File: config.mk
export PLATFORM = sky130hd
export DESIGN_NAME = operand_issue_q_flat
export DESIGN_NICKNAME = d
export VERILOG_FILES = /design/src/rtl/stall_pipe_pkg.sv /design/src/rtl/operand_issue_q_if.sv /design/src/rtl/operand_issue_q.sv /design/src/flat_wrapper.sv
export SDC_FILE = /design/constraint.sdc
export NUM_CORES = 1
export LEC_CHECK = 0
export CORE_MARGIN = 5
export CORE_UTILIZATION = 49
export DETAILED_ROUTE_END_ITERATION = 16
export PLACE_DENSITY = 0.72
export SYNTH_ARGS = -nofsm -noshare
export SYNTH_HDL_FRONTEND = slang
export SYNTH_SLANG_ARGS = --single-unit
File: constraint.sdc
create_clock -name clk -period 3.2 [get_ports clk]
set_input_delay 0.96 -clock clk [delete_from_list [all_inputs] [get_ports clk]]
set_output_delay 0.96 -clock clk [all_outputs]
set_load 0.05 [all_outputs]
File: src/rtl/stall_pipe_pkg.sv
// Shared defaults and operand triple type for the operand issue queue and its users.
package stall_pipe_pkg;

   localparam int W_DEF     = 16;
   localparam int DEPTH_DEF = 4;

   typedef struct packed {
      logic [W_DEF-1:0] a;
      logic [W_DEF-1:0] b;
      logic [W_DEF-1:0] c;
   } operand_t;

endpackage

File: src/rtl/operand_issue_q_if.sv
// Upstream push handshake and downstream stall-pipeline view of the operand issue queue.
// Handshake: a triple transfers on a rising edge where in_valid && in_ready; in_ready
// never depends on in_valid or hold. Downstream consumes the head on every edge where !stall.
interface operand_issue_q_if
   import stall_pipe_pkg::*;
#(
   parameter int W     = W_DEF,
   parameter int DEPTH = DEPTH_DEF
);

   logic                   in_valid;
   logic                   in_ready;
   logic [W-1:0]           in_a;
   logic [W-1:0]           in_b;
   logic [W-1:0]           in_c;
   logic                   hold;
   logic [W-1:0]           a;
   logic [W-1:0]           b;
   logic [W-1:0]           c;
   logic                   stall;
   logic [$clog2(DEPTH):0] count;

   modport master (
      output in_valid, in_a, in_b, in_c, hold,
      input  in_ready, a, b, c, stall, count
   );

   modport slave (
      input  in_valid, in_a, in_b, in_c, hold,
      output in_ready, a, b, c, stall, count
   );

endinterface

File: src/rtl/operand_issue_q.sv
// Circular operand-triple queue feeding a stall pipeline; head shown on a/b/c, zero when empty.
module operand_issue_q
   import stall_pipe_pkg::*;
#(
   parameter int W     = W_DEF,
   parameter int DEPTH = DEPTH_DEF
) (
   input logic               clk,
   input logic               rst_n,
   operand_issue_q_if.slave  bus
);

   localparam int PW = $clog2(DEPTH);
   localparam int CW = PW + 1;

   typedef struct packed {
      logic [W-1:0] a;
      logic [W-1:0] b;
      logic [W-1:0] c;
   } entry_t;

   entry_t          mem [DEPTH];
   logic [PW-1:0]   wr_ptr;
   logic [PW-1:0]   rd_ptr;
   logic [CW-1:0]   count_q;
   logic            empty;
   logic            in_ready;
   logic            stall;
   logic            push;
   logic            pop;
   entry_t          head;

   assign empty    = (count_q == '0);
   assign in_ready = (count_q < CW'(DEPTH));
   assign stall    = empty || bus.hold;
   assign push     = bus.in_valid && in_ready;
   assign pop      = !stall;

   // Storage is deliberately not reset; occupancy alone decides what is visible.
   always_ff @(posedge clk) begin
      if (push) begin
         mem[wr_ptr] <= '{a: bus.in_a, b: bus.in_b, c: bus.in_c};
      end
   end

   always_ff @(posedge clk or negedge rst_n) begin
      if (!rst_n) begin
         wr_ptr  <= '0;
         rd_ptr  <= '0;
         count_q <= '0;
      end else begin
         if (push) wr_ptr <= wr_ptr + PW'(1);
         if (pop)  rd_ptr <= rd_ptr + PW'(1);
         case ({push, pop})
            2'b10:   count_q <= count_q + CW'(1);
            2'b01:   count_q <= count_q - CW'(1);
            default: count_q <= count_q;
         endcase
      end
   end

   always_comb begin
      head = '0;
      if (!empty) head = mem[rd_ptr];
   end

   assign bus.in_ready = in_ready;
   assign bus.stall    = stall;
   assign bus.count    = count_q;
   assign bus.a        = head.a;
   assign bus.b        = head.b;
   assign bus.c        = head.c;

   always @(posedge clk) begin
      if (rst_n) begin
         assert (count_q <= CW'(DEPTH)) else $error("occupancy above DEPTH");
         assert (!empty || stall) else $error("empty queue not stalling");
         assert (in_ready == (count_q < CW'(DEPTH))) else $error("in_ready inconsistent");
         assert (!empty || (head == '0)) else $error("outputs nonzero while empty");
      end
   end

endmodule

File: src/flat_wrapper.sv
// flat-port wrapper written by rule: the top's interface ports become plain ports
module operand_issue_q_flat import stall_pipe_pkg::*;
#(
   parameter int W     = W_DEF,
   parameter int DEPTH = DEPTH_DEF
)
  (clk, rst_n, bus_in_valid, bus_in_a, bus_in_b, bus_in_c, bus_hold, bus_in_ready, bus_a, bus_b, bus_c, bus_stall, bus_count);
  operand_issue_q_if #(.W(W), .DEPTH(DEPTH)) bus_i ();
  input logic clk;
  input logic rst_n;
  input wire logic [$bits(bus_i.in_valid)-1:0] bus_in_valid;
  input wire logic [$bits(bus_i.in_a)-1:0] bus_in_a;
  input wire logic [$bits(bus_i.in_b)-1:0] bus_in_b;
  input wire logic [$bits(bus_i.in_c)-1:0] bus_in_c;
  input wire logic [$bits(bus_i.hold)-1:0] bus_hold;
  output wire logic [$bits(bus_i.in_ready)-1:0] bus_in_ready;
  output wire logic [$bits(bus_i.a)-1:0] bus_a;
  output wire logic [$bits(bus_i.b)-1:0] bus_b;
  output wire logic [$bits(bus_i.c)-1:0] bus_c;
  output wire logic [$bits(bus_i.stall)-1:0] bus_stall;
  output wire logic [$bits(bus_i.count)-1:0] bus_count;
  assign bus_i.in_valid = bus_in_valid;
  assign bus_i.in_a = bus_in_a;
  assign bus_i.in_b = bus_in_b;
  assign bus_i.in_c = bus_in_c;
  assign bus_i.hold = bus_hold;
  assign bus_in_ready = bus_i.in_ready;
  assign bus_a = bus_i.a;
  assign bus_b = bus_i.b;
  assign bus_c = bus_i.c;
  assign bus_stall = bus_i.stall;
  assign bus_count = bus_i.count;
  operand_issue_q #(.W(W), .DEPTH(DEPTH)) u_core (.clk(clk), .rst_n(rst_n), .bus(bus_i));
endmodule
==> results of run 1 <==
==> layer usage <==
| layer | share of wire [%] | vias up | wire, um | global-route usage, % |
|---|---|---|---|---|
| li1 | - | 1616 | - | - |
| met1 | 42 | 1874 | 5820 | 21.4 |
| met2 | 51 | 97 | 7070 | 26.4 |
| met3 | 5.7 | 27 | 801 | 4.81 |
| met4 | 1.6 | 6 | 217 | 6.05 |
| met5 | 0.27 | - | 37 | 0 |
==> state kept, by name (all words and copies together), names as in the netlist <==
name	cells
u_core.wr_ptr	2
u_core.bus.count	3
u_core.mem	192
u_core.rd_ptr	2
==> cell type report <==
class                           instances  area, sq um
Inverter                                8         30.0
Timing Repair Buffer                  118         1140
Multi-Input combinational cell        120         1600
Fill cell                            1090         5670
Tap cell                              211          264
Sequential cell                       199         5950
Clock inverter                         14          181
Clock buffer                           18          429
==> power by group <==
part           leakage (uW)  switching, uW  internal (uW)
clock              0.000289            875           1300
sequential          0.00182            192           3270
combinational       0.00113           2840           1680
total               0.00324           3900           6250
==> path summary, 6_finish.rpt <==
| check | start | endpoint | cells past startpoint |
|---|---|---|---|
| max reg2reg | u_core.bus.count[0] | u_core.bus.count[2] | 9 |
| min | u_core.bus.count[0] | u_core.bus.count[0] | 1 |
| min reg2reg | u_core.bus.count[0] | u_core.bus.count[0] | 1 |
| max in group asynchronous | rst_n | u_core.rd_ptr[0] | 1 |
| min in group asynchronous | rst_n | u_core.wr_ptr[1] | 1 |
| max | u_core.rd_ptr[1] | bus_c[2] | 4 |
==> kinds of logic (layout without fill, tap and decap cells) <==
logic type               count (synthesis)  after routing  share of synthesized area, %
AND/OR/NAND/NOR                         58             58                          4.70
buffers and inverters                   25            158                          1.81
adder cells (fa/ha/maj)                  6              6                          1.08
XOR/XNOR                                 6              6                         0.685
flip-flops                             199            199                          77.4
AO/OA/AOI/OAI                            1              1                        0.0652
multiplexers                            49             49                          14.2
==> metrics by stage <==
stage | std cells | hold slack, ns | setup slack (ns)
floorplan | 344 | 0.580 | 0.307
CTS | 688 | 0.618 | 0.0371
global route | 688 | 0.641 | 0.0132
global placement | 656 | 0.594 | 0.309
detailed placement | 656 | 0.605 | 0.292
finish | 688 | 0.619 | 0.126
==> timing repair <==
item	CTS	global route
buffers inserted	0	0
resized for setup	0	1
setup endpoints to repair	0	3
==> synthesized netlist by cell type <==
| cell | instances |
|---|---|
| buf_1 | 2 |
| mux4_2 | 48 |
| fa_1 | 1 |
| and2_1 | 4 |
| buf_6 | 5 |
| nor2b_1 | 49 |
| nor3b_1 | 1 |
| buf_4 | 1 |
| nor3_2 | 1 |
| xnor2_1 | 3 |
| dfrtp_1 | 7 |
| nor2_1 | 2 |
| ha_1 | 5 |
| xor2_1 | 3 |
| mux2i_1 | 1 |
| edfxtp_1 | 192 |
| o21ai_0 | 1 |
| inv_1 | 8 |
| buf_2 | 3 |
| nand2_1 | 1 |
| clkbuf_1 | 6 |
==> flow_metrics.py, run 1 <==
metrics = {
    "status": {
        "status": "completed",
    },
    "drt": {
        "via_per_inst": 5.26,
        "wl_per_cell_um": 20.3,
        "drt_iter0_drc": 181,
        "wl_mm": 13.9,
        "vias": 3620,
        "first_pass_iters": 4,
        "ant_nets": 0,
        "drcViolationCount": 0,
    },
    "sta": {
        "rsz0062_at_grt": "no",
        "slew_violations": 0,
        "worstMarginPinSlew_ns": 0.513,
        "skew_ns": 0.00700,
        "setup_viol": 0,
        "fin_setup_tns_ns": 0,
        "finalHoldViolCount": 0,
        "timing.final.crit_share_pct": 96.1,
        "slew_headroom_pct": 65.7,
        "max_freq_ghz": 0.325,
        "period_minus_slack_ns": 3.07,
    },
    "place": {
        "place_hpwl_mm": 8.75,
        "routabilityCongestion": 0.715,
        "placed_cell_area_sq_um": 8980,
        "port_buffers": 104,
    },
    "finish": {
        "mostFrequentLayoutCell": "edfxtp_1",
        "diodes": 0,
        "syn2layout_area_growth_pct": 25.1,
        "final_area_sq_um": 9590,
        "drive_gt1_share_pct": 30.6,
        "final_cell_mix": "edfxtp_1, clkdlybuf4s50_1, buf_4, nor2b_1, mux4_2",
        "final_util_pct": 62.9,
        "design.final.nets": 522,
    },
    "critical_path": {
        "setup.worst_path.start_class": "register",
        "required_ns": 2.24,
        "slowest_stage": "dfrtp_2",
        "crit_family": "flip-flops",
        "crit_type": "register to primary output",
        "cp_num_buf_inv": 2,
        "crit_chain": "buf_12 > mux4_2 > nor2b_1 > buf_4",
        "worstPathMaxFanout": 37,
        "arrival_ns": 2.11,
        "r2r_slack_ns": 0.92,
        "slowest_delay_ns": 0.61,
        "cp-end-kind": "primary output",
    },
    "flow_run": {
        "maxCapViolations": 0,
    },
    "cts": {
        "hold_buffers": 0,
        "clock_sinks": 199,
        "cts_inserted_buffers": 17,
        "cts_buffer_depth": 2,
        "htree_levels": 4,
        "cts_root_buf": "clkbuf_16",
        "clk_latency_ns": 0.43,
        "cts_tree": "yes",
        "path_clk_slew_ns": 0.06,
    },
    "synth": {
        "synth_area_leaders": "edfxtp_1, mux4_2, nor2b_1, dfrtp_1, ha_1",
        "synthesis.nets": 402,
        "synth_top_area_share_pct": 75.2,
        "syn_avg_cell_area_sq_um": 22.3,
        "yosysWarnings": 0,
        "synth_area_sq_um": 7670,
        "syn-instance-count": 344,
        "ys_seq_area_share_pct": 77.4,
        "synth_top_cell_by_area": "edfxtp_1",
        "ys_ff_latch": 199,
        "ys_types": 21,
    },
    "floorplanning": {
        "dieArea_sq_um": 18300,
        "initial_core_util_pct": 50.3,
        "core-area_sq_um": 15300,
        "die_x_um": 135,
        "pin_count": 105,
        "die_h_um": 135,
        "core.rowCount": 45,
    },
    "power": {
        "p_leak_uw": 0.00324,
        "p_total_uw": 10200,
        "p_per_area_nw_per_um2": 1060,
        "vdd_drop_max_mv": 0.724,
    },
    "global_route": {
        "grt_max_degree": 38,
        "grt_pass1_vias": 3955,
        "grt_overflow_total": 0,
        "grt_pass1_wl_mm": 22.1,
        "grt_antenna_before_repair": 3,
        "track_usage_pct": 16.4,
    },
    "hold_path": {
        "hp-class": "register to register",
    },
}
Note: power is estimated with default switching activity, not from simulation.
==> run 2, diff against run 1 <==
ABC_CLOCK_PERIOD_IN_PS = 3200   (was unset)
==> results of run 2 <==
Final layout, timing and power as in run 1 (identical DEF).
